$ cat src/rtl/instr_sequencer_if.sv
// Shared command/addressing-mode constants and the sequencer port bundle.
// The sequencer uses the master modport; the decoder/bus side uses slave.
package seq_pkg;
  localparam logic [5:0] CMD_NOP = 6'd0;
  localparam logic [5:0] CMD_LDA = 6'd1;
  localparam logic [5:0] CMD_LDX = 6'd2;
  localparam logic [5:0] CMD_LDY = 6'd3;
  localparam logic [5:0] CMD_STA = 6'd4;
  localparam logic [5:0] CMD_STX = 6'd5;
  localparam logic [5:0] CMD_STY = 6'd6;
  localparam logic [5:0] CMD_ADC = 6'd7;
  localparam logic [5:0] CMD_SBC = 6'd8;
  localparam logic [5:0] CMD_AND = 6'd9;
  localparam logic [5:0] CMD_ORA = 6'd10;
  localparam logic [5:0] CMD_EOR = 6'd11;
  localparam logic [5:0] CMD_CMP = 6'd12;
  localparam logic [5:0] CMD_BIT = 6'd13;
  localparam logic [5:0] CMD_ASL = 6'd14;
  localparam logic [5:0] CMD_LSR = 6'd15;
  localparam logic [5:0] CMD_ROL = 6'd16;
  localparam logic [5:0] CMD_ROR = 6'd17;
  localparam logic [5:0] CMD_INC = 6'd18;
  localparam logic [5:0] CMD_DEC = 6'd19;
  localparam logic [5:0] CMD_INX = 6'd20;
  localparam logic [5:0] CMD_DEX = 6'd21;
  localparam logic [5:0] CMD_PHA = 6'd22;
  localparam logic [5:0] CMD_PHP = 6'd23;
  localparam logic [5:0] CMD_PLA = 6'd24;
  localparam logic [5:0] CMD_PLP = 6'd25;
  localparam logic [5:0] CMD_JMP = 6'd26;
  localparam logic [5:0] CMD_JSR = 6'd27;
  localparam logic [5:0] CMD_RTS = 6'd28;
  localparam logic [5:0] CMD_RTI = 6'd29;
  localparam logic [5:0] CMD_BRK = 6'd30;
  localparam logic [5:0] CMD_BNE = 6'd31;
  localparam logic [5:0] CMD_BEQ = 6'd32;
  localparam logic [5:0] CMD_BCC = 6'd33;
  localparam logic [5:0] CMD_BCS = 6'd34;

  localparam logic [3:0] AM_IMPL = 4'd0;
  localparam logic [3:0] AM_ACC  = 4'd1;
  localparam logic [3:0] AM_IMM  = 4'd2;
  localparam logic [3:0] AM_ZPG  = 4'd3;
  localparam logic [3:0] AM_ZPGX = 4'd4;
  localparam logic [3:0] AM_ZPGY = 4'd5;
  localparam logic [3:0] AM_ABS  = 4'd6;
  localparam logic [3:0] AM_ABSX = 4'd7;
  localparam logic [3:0] AM_ABSY = 4'd8;
  localparam logic [3:0] AM_XIND = 4'd9;
  localparam logic [3:0] AM_INDY = 4'd10;
  localparam logic [3:0] AM_REL  = 4'd11;
endpackage

interface instr_sequencer_if #(
  parameter int T_W = 3
);
  logic           ready;
  logic [7:0]     data_in;
  logic [5:0]     cmd;
  logic [3:0]     address_mode;
  logic           page_cross;
  logic           branch_taken;
  logic [7:0]     ir;
  logic [T_W-1:0] t_state;
  logic           sync;
  logic           instr_done;

  modport master (
    input  ready, data_in, cmd, address_mode,
    input  page_cross, branch_taken,
    output ir, t_state, sync, instr_done
  );

  modport slave (
    output ready, data_in, cmd, address_mode,
    output page_cross, branch_taken,
    input  ir, t_state, sync, instr_done
  );
endinterface

$ cat src/rtl/instr_sequencer.sv
// Instruction register and T-state sequencer around the opcode decoder.
// Define SEQ_RDY_EN to honour RDY; otherwise ready is ignored.
module instr_sequencer
  import seq_pkg::*;
#(
  parameter int T_W = 3
) (
  input logic              clk,
  input logic              rst,
  instr_sequencer_if.master bus
);
  localparam logic [0:0] FETCH = 1'b0;
  localparam logic [0:0] EXEC  = 1'b1;

  localparam logic [1:0] EXT_NONE = 2'd0;
  localparam logic [1:0] EXT_T3   = 2'd1;
  localparam logic [1:0] EXT_T4   = 2'd2;
  localparam logic [1:0] EXT_BR   = 2'd3;

  localparam logic [T_W-1:0] T1   = T_W'(1);
  localparam logic [T_W-1:0] T2   = T_W'(2);
  localparam logic [T_W-1:0] T3   = T_W'(3);
  localparam logic [T_W-1:0] T4   = T_W'(4);
  localparam logic [T_W-1:0] TMAX = T_W'(6);

  logic [0:0]     state_q;
  logic [T_W-1:0] t_q;
  logic [7:0]     ir_q;
  logic [3:0]     len_q;
  logic [1:0]     kind_q;
  logic [1:0]     ext_q;

  logic       adv;
  logic       rmw;
  logic       store;
  logic [3:0] blen;
  logic [1:0] bkind;
  logic [3:0] len;
  logic [1:0] kind;
  logic       samp;
  logic [3:0] eff;
  logic       done;

`ifdef SEQ_RDY_EN
  assign adv = bus.ready;
`else
  logic ready_unused;
  assign ready_unused = bus.ready;
  assign adv = 1'b1;
`endif

  assign rmw = (bus.cmd inside {CMD_ASL, CMD_ROL, CMD_LSR,
                                CMD_ROR, CMD_INC, CMD_DEC})
             && !(bus.address_mode inside {AM_ACC, AM_IMPL});

  assign store = bus.cmd inside {CMD_STA, CMD_STX, CMD_STY};

  // Base length and extension kind from the decoder outputs
  always_comb begin
    blen  = 4'd2;
    bkind = EXT_NONE;
    unique case (1'b1)
      bus.cmd == CMD_BRK: blen = 4'd7;
      bus.cmd inside {CMD_RTS, CMD_RTI, CMD_JSR}: blen = 4'd6;
      bus.cmd inside {CMD_PLA, CMD_PLP}: blen = 4'd4;
      bus.cmd inside {CMD_PHA, CMD_PHP}: blen = 4'd3;
      bus.cmd == CMD_JMP:
        blen = (ir_q == 8'h6C) ? 4'd5 : 4'd3;
      default: begin
        case (bus.address_mode)
          AM_ZPG: blen = rmw ? 4'd5 : 4'd3;
          AM_ZPGX, AM_ZPGY, AM_ABS:
            blen = rmw ? 4'd6 : 4'd4;
          AM_ABSX, AM_ABSY: begin
            if (rmw) begin
              blen = 4'd7;
            end else if (store) begin
              blen = 4'd5;
            end else begin
              blen  = 4'd4;
              bkind = EXT_T3;
            end
          end
          AM_XIND: blen = 4'd6;
          AM_INDY: begin
            if (store) begin
              blen = 4'd6;
            end else begin
              blen  = 4'd5;
              bkind = EXT_T4;
            end
          end
          AM_REL: begin
            blen  = 4'd2;
            bkind = EXT_BR;
          end
          default: blen = 4'd2;
        endcase
      end
    endcase
  end

  // Last-cycle decision, using same-cycle samples at sample points
  always_comb begin
    len  = (t_q == T1) ? blen : len_q;
    kind = (t_q == T1) ? bkind : kind_q;
    samp = 1'b0;
    unique case (1'b1)
      kind == EXT_T3 && t_q == T3: samp = bus.page_cross;
      kind == EXT_T4 && t_q == T4: samp = bus.page_cross;
      kind == EXT_BR && t_q == T1: samp = bus.branch_taken;
      kind == EXT_BR && t_q == T2 && ext_q != 2'd0:
        samp = bus.page_cross;
      default: samp = 1'b0;
    endcase
    eff  = len + {2'b00, ext_q} + {3'b000, samp};
    done = (state_q == EXEC)
        && ((4'(t_q) + 4'd1 == eff) || (t_q == TMAX));
  end

  // FETCH/EXEC sequencing, opcode capture and length latching
  always_ff @(posedge clk) begin
    if (rst) begin
      state_q <= FETCH;
      t_q     <= '0;
      ir_q    <= 8'hEA;
      len_q   <= 4'd2;
      kind_q  <= EXT_NONE;
      ext_q   <= 2'd0;
    end else if (adv) begin
      unique case (state_q)
        FETCH: begin
          ir_q    <= bus.data_in;
          t_q     <= T1;
          state_q <= EXEC;
          ext_q   <= 2'd0;
        end
        EXEC: begin
          if (t_q == T1) begin
            len_q  <= blen;
            kind_q <= bkind;
          end
          ext_q <= ext_q + {1'b0, samp};
          if (done) begin
            t_q     <= '0;
            state_q <= FETCH;
          end else begin
            t_q <= t_q + T_W'(1);
          end
        end
      endcase
    end
  end

  assign bus.ir         = ir_q;
  assign bus.t_state    = t_q;
  assign bus.sync       = (t_q == '0);
  assign bus.instr_done = done;
endmodule

$ cat src/flat_wrapper.sv
// flat-port wrapper written by rule: the top's interface ports become plain ports
module instr_sequencer_flat import seq_pkg::*;
#(
  parameter int T_W = 3
)
  (clk, rst, bus_ready, bus_data_in, bus_cmd, bus_address_mode, bus_page_cross, bus_branch_taken, bus_ir, bus_t_state, bus_sync, bus_instr_done);
  instr_sequencer_if #(.T_W(T_W)) bus_i ();
  input logic clk;
  input logic rst;
  input wire logic [$bits(bus_i.ready)-1:0] bus_ready;
  input wire logic [$bits(bus_i.data_in)-1:0] bus_data_in;
  input wire logic [$bits(bus_i.cmd)-1:0] bus_cmd;
  input wire logic [$bits(bus_i.address_mode)-1:0] bus_address_mode;
  input wire logic [$bits(bus_i.page_cross)-1:0] bus_page_cross;
  input wire logic [$bits(bus_i.branch_taken)-1:0] bus_branch_taken;
  output wire logic [$bits(bus_i.ir)-1:0] bus_ir;
  output wire logic [$bits(bus_i.t_state)-1:0] bus_t_state;
  output wire logic [$bits(bus_i.sync)-1:0] bus_sync;
  output wire logic [$bits(bus_i.instr_done)-1:0] bus_instr_done;
  assign bus_i.ready = bus_ready;
  assign bus_i.data_in = bus_data_in;
  assign bus_i.cmd = bus_cmd;
  assign bus_i.address_mode = bus_address_mode;
  assign bus_i.page_cross = bus_page_cross;
  assign bus_i.branch_taken = bus_branch_taken;
  assign bus_ir = bus_i.ir;
  assign bus_t_state = bus_i.t_state;
  assign bus_sync = bus_i.sync;
  assign bus_instr_done = bus_i.instr_done;
  instr_sequencer #(.T_W(T_W)) u_core (.clk(clk), .rst(rst), .bus(bus_i));
endmodule
$ cat config.mk
export PLATFORM = sky130hd
export DESIGN_NAME = instr_sequencer_flat
export DESIGN_NICKNAME = d
export VERILOG_FILES = /design/src/rtl/instr_sequencer_if.sv /design/src/rtl/instr_sequencer.sv /design/src/flat_wrapper.sv
export SDC_FILE = /design/constraint.sdc
export NUM_CORES = 1
export LEC_CHECK = 0
export BUFFER_PORTS_ARGS = -buffer_cell sky130_fd_sc_hd__buf_2
export CAP_MARGIN = 20
export CORE_MARGIN = 1.5
export CORE_UTILIZATION = 45
export DETAILED_ROUTE_END_ITERATION = 12
export PLACE_DENSITY = 0.67
export SLEW_MARGIN = 20
export SYNTH_ARGS = -nofsm -noshare
export SYNTH_HDL_FRONTEND = slang
export SYNTH_SLANG_ARGS = --single-unit
$ cat constraint.sdc
create_clock -name clk -period 3.6 [get_ports clk]
set_input_delay 0.36 -clock clk [delete_from_list [all_inputs] [get_ports clk]]
set_output_delay 0.36 -clock clk [all_outputs]
set_load 0.02 [all_outputs]
==> summary by stage, run 1 <==
Critical path
The slowest stage of the critical path belongs to the cell sky130_fd_sc_hd__or4b_4. The signal on the critical path passes through buf_4 -> or4b_4 -> nor3_1 -> nor3_2 -> buf_4 -> o31a_1 -> fa_2 -> inv_2 -> fa_2 -> xnor2_2 -> buf_4 -> nand2_4 -> nor4_4 -> o31a_2 -> buf_6. For the worst setup path, the data arrival time is between 3 and 4 ns. The endpoint identified for the worst register-to-register timing path is u_core.bus.t_state[0]. Of all nets on the critical path, the largest fanout is 6. STA classifies the critical path startpoint as a primary input. The slack of the worst reg-to-reg path is ~0.18 ns. The largest stage delay on the critical path is between 0.5 and 0.6 ns.

Counting stages on the worst path, the most repeated cell is sky130_fd_sc_hd__buf_4. The number of cells on the worst reg-to-reg path is 17. By startpoint and endpoint, the worst setup path is classified as in2out. STA classifies the critical path endpoint as an output pin. The launch instance of the worst register-to-register path is u_core.bus.t_state[1]. The critical path required time is 3.24 ns.

Power
VDD sags by at most 0.547 mV. In this run the power density over the cells is roughly 560 mW/mm^2. In this run the static leakage power is 0.971 nW.

Timing
The minimum clock period is just under 4 ns. For the pin with the worst max-slew slack, the measured transition is approximately 0.8 ns. Setup violations remaining at the end of the flow were counted as 1.

The maximum clock skew at final layout is 0.00928 ns. In the post-route analysis, the smallest setup slack over all paths is -0.371 ns. The final count of pins violating max slew was 0. The hold violation count in the final report is 0. Setup repair after global routing could not meet its margin everywhere. On the final layout, the worst hold slack is between 0.2 and 0.3 ns.

The worst slew margin relative to its limit is 0.477. Derived from the worst setup path, the maximum achievable clock frequency is 252 MHz. The part of the cycle the worst path needs is 1.10.

Die
The placement row count is 21. The area inside the core boundary is around 0.0034 mm^2. The die is 62.3 um tall. The die covers between 0.003 and 0.004 mm^2. The initial utilization of the core area, before any placement, comes to 0.471. The floorplan step set the die width to around 62 um. The I/O pin count is 36.

Global route
The via count of the first global-routing pass is 1655. The first global-routing pass estimated 7220 um of wire. The initial antenna violation count is 0. The aggregate global routing overflow is 0. The largest net degree at the start of global routing is 22. In the global route stage, overall resource usage came out at 0.221.

Clocking
The later pin in the worst-skew pair is clocked with a latency of approximately 0.30 ns. CTS built an H-tree with a depth of 1. The number of hold buffers added after CTS was 0.

The CTS tree is done. The total clock buffers created by CTS is 3. After clock tree synthesis, the clock-pin slew on the worst setup and hold paths is approximately 0.10 ns. The clock drives 20 sinks. The clock root buffer is sky130_fd_sc_hd__clkbuf_4. Counting along the longest clock path gives a buffer depth of 2.

Synthesis
For this run, asynchronously set or reset flops after synthesis account for 0. The most repeated cell in the gate-level netlist after synthesis is sky130_fd_sc_hd__dfxtp_1. The number of enable flip-flop cells after synthesis is 0. The share of the Yosys chip area taken by registers is 0.253. In this run, distinct cell masters in the synthesized netlist total between 50 and 60. Synthesis produced a netlist whose cell count is roughly 190. For this run, the number of Yosys warnings is 0. The share of synthesized area in the top cell type comes to 0.253.

In this run the mean area of a mapped cell was about 8.3 um^2. In this run, synthesis produced a sequential element count of 20. After synthesis, the cell types taking the most area are sky130_fd_sc_hd__dfxtp_1, sky130_fd_sc_hd__ha_1, sky130_fd_sc_hd__nor2b_1, sky130_fd_sc_hd__a21oi_1, sky130_fd_sc_hd__nor2_1. The largest area contributor in the netlist is sky130_fd_sc_hd__dfxtp_1.

The net count of the mapped netlist is approximately 220. The commonest cells after synthesis are sky130_fd_sc_hd__dfxtp_1, sky130_fd_sc_hd__nor2_1, sky130_fd_sc_hd__a21oi_1. The post-synthesis instance area is roughly 0.0016 mm^2. Among all flip-flop cells after synthesis, the most frequent one is sky130_fd_sc_hd__dfxtp_1.

Detailed routing
The total wire length is around 4300 um. For this run, the detailed router's first-pass iteration total came to 4. In this run the remaining antenna-violating nets after routing total 0.

Dividing the detail-routed via count by the number of cells gives approximately 5.5. The routed wire length per instance is roughly 14 um. Summing over every cut layer, the via total after detailed routing is ~1700. The number of DRC violations after detailed-routing iteration 0 is roughly 110. After detailed routing, the number of remaining DRC violations is 0.

Placement
The final weighted congestion of routability-driven global placement is around 0.88. Detailed placement ended at an HPWL of about 3300 um. The count of buffers added on input and output ports is 34.

Worst hold path
Along the worst hold path, the cell count comes to 3. The hold-critical path endpoint is u_core.bus.ir[4]. The path class of the tightest hold or removal check is in2reg. The startpoint identified for the worst hold timing path is bus_data_in[4].

Cells and area
The number of fill cells is 298. The net count of the finished layout is 291. The fraction of layout cells with a size suffix above 1 is 0.415. Compared with the post-synthesis result, the final layout area differs by 41.6%.

At the end of the flow the core is filled with cells to 0.667. The final antenna diode count is 0.

Status
The flow ran to the end, but the final reports show violations. The final reports fail on setup timing.

Job
The number of maximum-capacitance violations is 0.
-- cell type report --
class	count	area, um^2	area share
Clock buffer	4	36.3	0.0162
Inverter	11	43.8	0.0195
Multi-Input combinational cell	151	1240	0.551
Sequential cell	20	402	0.179
Tap cell	46	57.6	0.0257
Timing Repair Buffer	72	468	0.209
-- per-layer routing --
| metal | part of all wire | up-vias | global-route usage |
|---|---|---|---|
| met5 | 0 | - | 0 |
| met4 | 0.0098 | 0 | 0.0611 |
| met3 | 0.034 | 4 | 0.0181 |
| met2 | 0.53 | 42 | 0.412 |
| met1 | 0.43 | 792 | 0.273 |
| li1 | - | 845 | - |
-- sequential cells by signal, summed over array words and instances, names as in the netlist --
name,cells
u_core.bus.ir,8
u_core.len_q,4
u_core.bus.t_state,3
u_core.ext_q,2
u_core.kind_q,2
u_core.state_q,1
-- metrics by stage --
| step | TNS, ns | instance area, um^2 | std cells | total power, mW | setup WS (ns) |
|---|---|---|---|---|---|
| after floorplan | -0.192 | 1640 | 191 | 0.775 | -0.192 |
| after global placement | -0.598 | 2070 | 296 | 1.01 | -0.327 |
| after detailed placement | -1.15 | 2070 | 296 | 1.03 | -0.429 |
| after CTS | -0.291 | 2150 | 301 | 1.21 | -0.291 |
| after global routing | -0.555 | 2240 | 304 | 1.35 | -0.501 |
| final | -0.371 | 2240 | 304 | 1.27 | -0.371 |
-- how the worst max path moves through the flow --
stage | startpoint | end | slack, ns | depth (start not counted)
floorplan | bus_cmd[1] | bus_instr_done | -0.19 | 14
global placement | bus_cmd[3] | bus_instr_done | -0.33 | 15
detailed placement | bus_cmd[3] | bus_instr_done | -0.43 | 15
CTS | u_core.bus.t_state[1] | bus_instr_done | -0.29 | 16
global route | bus_cmd[3] | bus_instr_done | -0.50 | 15
finish | bus_cmd[3] | bus_instr_done | -0.37 | 15
-- power breakdown --
part           leakage (nW)  internal, mW  switching (mW)
clock                0.0210        0.0617          0.0680
sequential            0.164         0.274          0.0687
combinational         0.786         0.378           0.415
-- placed cells by master, fill, tap and decap left out, drive strengths merged, types with 2 or more instances in the layout --
cell,count
a2111oi,4
fa,2
o31a,2
or3,2
and3b,3
xor2,2
ha,7
nor4b,3
nor2,14
and4b,2
xnor2,4
nand4b,2
mux2i,3
a211o,5
a211oi,2
a311oi,2
a21oi,13
a22oi,2
o22ai,3
buf,72
o21ai,5
inv,11
dfxtp,20
nand2b,4
nand3,8
nand2,10
a221oi,2
clkbuf,4
o31ai,2
nor2b,11
nor3,9
and2,4
nor4,3
-- logic make-up after synthesis --
group	after synthesis	share of synthesized area
compound gates	51	0.247
xor+xnor	6	0.0332
fa+ha+maj	9	0.0806
buf+inv	20	0.0553
flops	20	0.253
mux	4	0.0261
simple gates	81	0.305
-- timing repair --
| item | 4_1_cts | 5_1_grt |
|---|---|---|
| gates resized for setup | 10 | 14 |
| pin swaps | 8 | 11 |
| setup endpoints to repair | 3 | 4 |
| setup buffers | 1 | 3 |
-- worst max-delay path: cells and delay by family --
kind | cells | cell delay, ns
adder cells (fa/ha/maj) | 2 | 0.82
AO/OA/AOI/OAI | 2 | 0.67
AND/OR/NAND/NOR | 5 | 0.98
XOR/XNOR | 1 | 0.16
buffers and inverters | 5 | 0.63
(Power assumes the default switching activity.)
==> run 2, diff against run 1 <==
PLACE_DENSITY = 0.64   (was 0.67)
clock period = 4.3 ns   (was 3.6 ns; I/O delays follow)
==> summary by stage, run 2 (same netlist as run 1, synthesis figures left out) <==
Power
Summed over all cells, the static leakage comes to 0.856 nW. IR analysis of the VDD net gives a maximum drop of between 0.4 and 0.5 mV. The power density over the cells is around 500 mW/mm^2.

The overall power consumption is 1.03 mW.

Cells and area
The final net count is approximately 260. Of the cells placed in the final design, the portion with a size suffix greater than 1 is 0.370. The final antenna diode count is 0. Measured on the finished design, the core utilization comes to 0.615. The register with the most flip-flops in the layout has 8 of them. With fillers left out, the area of the finished cells amounts to approximately 0.0021 mm^2. The top cell types in the final layout, fill and taps aside, are sky130_fd_sc_hd__buf_2, sky130_fd_sc_hd__dfxtp_1, sky130_fd_sc_hd__nor2_1, sky130_fd_sc_hd__buf_4, sky130_fd_sc_hd__a21oi_1. Leaving out fill and tap cells, the most frequent cell in the layout is sky130_fd_sc_hd__buf_2. The layout overhead on the synthesized area is 30.6%.

The finished layout holds approximately 280 standard cells, fillers aside.

Critical path
The critical path required time is approximately 3.9 ns. The critical path's most frequent cell is sky130_fd_sc_hd__buf_6. The largest fanout of any net on the critical path is 9. The worst setup path is launched from a primary input. The largest stage delay on the critical path is around 0.50 ns.

The total stage count of the critical path is 16. The endpoint type of the worst setup path is an output pin. The worst setup path is of the in2out kind. Data arrives at the worst endpoint at between 3 and 4 ns.

The worst reg2reg path depth is 16. The largest individual stage delay along the critical path comes from the cell sky130_fd_sc_hd__fa_1. The top cell family by delay on the critical path is compound AO/OA/AOI/OAI gates. Counting both buffers and inverters, the worst setup path holds a total of 4. The slack of the worst reg-to-reg path is between 0.6 and 0.7 ns. Traced cell by cell, the critical path runs through buf_6 -> nor2b_2 -> o41a_4 -> a221oi_2 -> buf_4 -> o21ai_2 -> o22ai_2 -> o31a_1 -> fa_2 -> inv_2 -> fa_1 -> xnor2_2 -> nand3_2 -> a2111oi_4 -> o31a_2 -> buf_6.

Placement
The number of buffers added on ports is 34. The detailed placement HPWL is around 3000 um. The final weighted congestion of routability-driven global placement is between 0.8 and 0.9. The number of placed instances, taps included is 270.

Timing analysis after detailed placement gives a worst setup slack of -0.0350 ns. The area of placed instances is 0.00183 mm^2.

Timing
The final count of pins violating max slew is 0. Of the available clock period, the critical path in the final layout requires 0.980. Setup total negative slack on the finished layout was measured at 0 ns. The maximum clock skew at final layout is roughly 0.0029 ns. The worst slew margin relative to its limit is 0.448. The minimum clock period is 4.21 ns. Static timing analysis puts the maximum clock frequency at 237 MHz. The final worst-path setup slack is around 0.087 ns. The hold violation count in the final report was 0. The minimum hold slack is around 0.36 ns. Setup violations remaining at the end of the flow were counted as 0. At the pin with the least slew margin, the transition time is about 0.83 ns.

Clocking
CTS built an H-tree with a depth of 1. The number of buffers on the longest clock path is 2. The post-cts hold buffer count is 0. The tree is rooted in a sky130_fd_sc_hd__clkbuf_4. For the worst-skew pair, the clock arrives at the later sink with an insertion delay of 0.30 ns.

The CTS sink count is 20. The clock transition at the register clock pins on the worst setup and hold paths after CTS is 0.12 ns. Counting the buffers created by CTS gives 3. The CTS tree is done.

Die
The width of the die is slightly above 60 um. The initial core utilization is 0.471. The area inside the core boundary is around 0.0034 mm^2.

The placement row count is 21. The I/O pin count is 36. The overall die height is a little over 60 um. The die area is 0.00389 mm^2.

Detailed routing
The DRC violation count after routing is 0. The number of DRC violations after detailed-routing iteration 0 is 260. The total wire length is 4180 um. The remaining antenna violation count is 0.

Using the TritonRoute via totals, the vias-per-cell ratio works out to roughly 5.9. Before antenna repair, the detailed router went through 5 iterations. Across all layers, the routed design uses between 1500 and 2000 vias. The routed wire length per instance is around 15 um.

Status
The run finished with clean final reports.

Worst hold path
The worst hold path passes through 3 cells. The worst min-delay path category is in2reg.

Global route
The total overflow left after global routing is 0. The first global-routing pass estimated 6920 um of wire. The initial antenna violation count is 0.

Across every metal layer, demand over resource in global routing totals 0.212. Entering global routing, the biggest net connects 22 pins. The via count of the first global-routing pass is 1518.

Job
The number of maximum-capacitance violations is 0.
run 2: routing by layer:
| metal | vias to the layer above | wire, um | track usage |
|---|---|---|---|
| li1 | 795 | - | - |
| met5 | - | 0 | 0 |
| met2 | 41 | 2210 | 0.390 |
| met3 | 9 | 129 | 0.0199 |
| met1 | 774 | 1790 | 0.267 |
| met4 | 0 | 50 | 0.0500 |
run 2: power breakdown:
group / internal, mW / switching, mW / total (mW)
logic: 0.254 / 0.318 / 0.572
clock network: 0.0941 / 0.0604 / 0.155
registers: 0.233 / 0.0718 / 0.305
total: 0.581 / 0.450 / 1.03
run 2: timing repair:
| action | 4_1_cts | 5_1_grt |
|---|---|---|
| pin swaps | 0 | 14 |
| setup buffers | 0 | 2 |
| setup endpoints to repair | 1 | 1 |
| gates resized for setup | 3 | 46 |
run 2: worst register-to-register path, delay by kind of cell (launching register included):
kind	cells	cell delay (ns)
compound gates	5	0.75
xor+xnor	1	0.24
fa+ha+maj	3	1.03
buf+inv	3	0.34
flops	1	0.37
simple gates	4	0.76
run 2: worst paths after layout:
path                                       startpoint               end
worst min register to register        u_core.len_q[0]   u_core.len_q[0]
worst min-delay path                   bus_data_in[0]  u_core.bus.ir[0]
worst max register to register  u_core.bus.t_state[1]    u_core.state_q
worst max-delay path                       bus_cmd[3]    bus_instr_done
run 2: area by class of cell:
type / instances / area (um^2)
Multi-Input combinational cell: 151 / 1240
Fill cell: 317 / 1290
Inverter: 11 / 43.8
Sequential cell: 20 / 405
Timing Repair Buffer: 44 / 272
Tap cell: 46 / 57.6
Clock buffer: 3 / 22.5
Clock inverter: 1 / 30.0
==> run 3, diff against run 2 <==
==> constraint.sdc (replaced) <==
create_clock -name clk -period 4.3 [get_ports clk]
set_input_delay 0.215 -clock clk [delete_from_list [all_inputs] [get_ports clk]]
set_output_delay 0.215 -clock clk [all_outputs]
set_load 0.02 [all_outputs]
==> summary by stage, run 3 (same netlist as run 1, synthesis figures left out) <==
Cells and area
The final antenna diode count is 0. The most common cell after layout, fill and taps aside is sky130_fd_sc_hd__buf_2. The library cells used most frequently in the layout, excluding fill and tap cells, are sky130_fd_sc_hd__buf_2, sky130_fd_sc_hd__dfxtp_1, sky130_fd_sc_hd__nor2_1, sky130_fd_sc_hd__a21oi_1.

In the final layout, the multi-input gates occupy approximately 0.0011 mm^2. The register with the most flip-flops in the layout has 8 of them. The count of placed standard cells in the final layout, fillers left out is ~270.

The layout overhead on the synthesized area is 18.0%. In the final layout, the share of cells above drive strength 1 is 0.258. The final net count is approximately 260. The number of fill cells is about 370. The sequential cell area is ~400 um^2.

Timing
Setup violations remaining at the end of the flow were counted as 0. The worst path meets setup with around 0.33 ns of slack. Setup repair after global routing left no endpoint under its margin. In this run the tightest slew margin relative to its limit is 0.476. Dividing the final minimum period by the clock period gives 0.924.

At the pin with the least slew margin, the transition time is 0.785 ns. The minimum clock period is 3.97 ns. The maximum clock skew at final layout is 0.00273 ns. The hold violation count in the final report is 0.

Based on the critical path, the design can be clocked at up to 252 MHz. The minimum hold slack is about 0.14 ns. The final count of pins violating max slew was 0.

The sum of negative setup slack is 0 ns.

Placement
The congestion estimate from routability-driven global placement came to about 0.82. After legalization and detailed placement, the total HPWL measured slightly below 3000 um. Port buffering added 34 buffers. At the placement stage, the worst setup path has a slack of around 0.23 ns. The number of placed instances, taps included is approximately 260.

Clocking
Counting the buffers created by CTS gives 3. For the worst-skew pair, the clock arrives at the later sink with an insertion delay of about 0.3 ns. TritonCTS built the clock tree. After clock tree synthesis, the clock-pin slew on the worst setup and hold paths is 0.11 ns. The CTS sink count is 20. The clock passes through at most 2 buffers. The clock root buffer is sky130_fd_sc_hd__clkbuf_4. CTS built an H-tree with a depth of 1.

Power
The maximum vdd ir drop is 0.386 mV. The static leakage power is between 0.7 and 0.8 nW. The power density over the cells is 497 mW/mm^2.

Critical path
The kind of critical path is in2out. The worst setup path is captured at an output pin. The setup check on the worst reg-to-reg path leaves a slack of around 0.75 ns.

The launch instance of the worst register-to-register path is u_core.bus.t_state[1]. The largest fanout of any net on the critical path is 13. The data arrival time of the critical path is between 3 and 4 ns.

The launch point of the worst path is bus_cmd[3]. The startpoint kind of the worst setup timing path is a primary input. The endpoint identified for the worst register-to-register timing path is u_core.bus.t_state[0].

The critical path required time is just over 4 ns. The worst reg2reg path depth is 16.

Die
The overall die height is 62.3 um. The I/O pin count is 36. In this run the core area contains 21 standard-cell rows. The die area is just under 0.004 mm^2. The width of the die is 62.3 um. In this run the standard cell core region covers approximately 0.0034 mm^2. The initial core utilization is 0.471.

Worst hold path
The hold-critical path endpoint is u_core.bus.ir[4]. The number of cells on the worst hold path is 3. The worst hold path belongs to the class in2reg. The worst hold path begins at bus_data_in[4].

Detailed routing
Once detail routing completed, the nets flagged for antenna violations numbered 0. The detailed router finished its first iteration with approximately 210 violations. The count of vias placed by the detailed router is 1540. After detailed routing, the number of vias per cell comes to between 5 and 6. For this block, the routed nets add up to 3790 um of wire.

After detailed routing, the number of remaining DRC violations is 0. The first-pass iteration count of the detailed router is 4. In the final routed layout, each cell accounts on average for between 10 and 15 um.

Global route
The via count of the first global-routing pass came to ~1500. The global router's overall resource usage is 0.201. The first global-routing pass estimated approximately 6600 um of wire. Entering global routing, the biggest net connects 22 pins. The aggregate global routing overflow is 0. The initial antenna violation count is 0.

Status
The run finished with clean final reports.

Job
Max-cap violations in this run came to 0.
run 3: changes by cell type in the layout (fill, tap and decap cells not counted), sizes merged:
cell and change:
buf -4, clkbuf -1
run 3: layout make-up:
| cell class | count | area share |
|---|---|---|
| clock inverter | 1 | 0.0161 |
| timing repair buffer | 39 | 0.111 |
| inverter | 11 | 0.0221 |
| tap | 46 | 0.0308 |
| sequential | 20 | 0.215 |
| clock buffer | 3 | 0.0120 |
| multi-input combinational | 151 | 0.593 |
run 3: per-stage QoR:
step	utilization	area, um^2	total power, mW
after floorplan	-	1580	0.626
after global placement	0.529	1780	0.752
after detailed placement	0.529	1780	0.774
after CTS	0.545	1830	0.928
after global routing	0.556	1870	0.995
final	0.556	1870	0.929
run 3: critical path: stages:
cell	delay, ns
sky130_fd_sc_hd__buf_2	0.20
sky130_fd_sc_hd__and3b_1	0.21
sky130_fd_sc_hd__o41a_2	0.46
sky130_fd_sc_hd__a221oi_1	0.49
sky130_fd_sc_hd__o21ai_0	0.18
sky130_fd_sc_hd__o22ai_1	0.21
sky130_fd_sc_hd__o31a_1	0.18
sky130_fd_sc_hd__fa_1	0.16
sky130_fd_sc_hd__inv_1	0.06
sky130_fd_sc_hd__fa_1	0.46
sky130_fd_sc_hd__xnor2_1	0.19
sky130_fd_sc_hd__nand3_1	0.11
sky130_fd_sc_hd__a2111oi_2	0.30
sky130_fd_sc_hd__o31a_2	0.18
sky130_fd_sc_hd__buf_2	0.15
run 3: where the power goes:
part / switching, mW / leakage (nW) / total, mW / internal [mW]
sequential: 0.0703 / 0.164 / 0.300 / 0.230
combinational: 0.275 / 0.577 / 0.474 / 0.199
clock: 0.0602 / 0.0279 / 0.154 / 0.0942
total: 0.405 / 0.769 / 0.929 / 0.523
run 3: worst max path at each step:
stage | to | slack [ns] | cells after the start
floorplan | bus_instr_done | 0.60 | 14
global placement | bus_instr_done | 0.32 | 15
detailed placement | bus_instr_done | 0.23 | 15
CTS | bus_instr_done | 0.06 | 14
global route | bus_instr_done | 0.02 | 15
finish | bus_instr_done | 0.33 | 15
run 3: what timing repair did:
action	CTS	global route
hold buffers	0	0
endpoints found under the hold margin	0	0
setup endpoints to repair	0	1
buffers inserted	0	3
gates resized for setup	0	3
run 3: per-layer routing:
layer,GRT usage,vias to the layer above,share of wire
met1,0.265,723,0.46
li1,-,781,-
met2,0.367,34,0.51
met3,0.0127,2,0.028
met4,0.0333,0,0.0037
met5,0,-,0
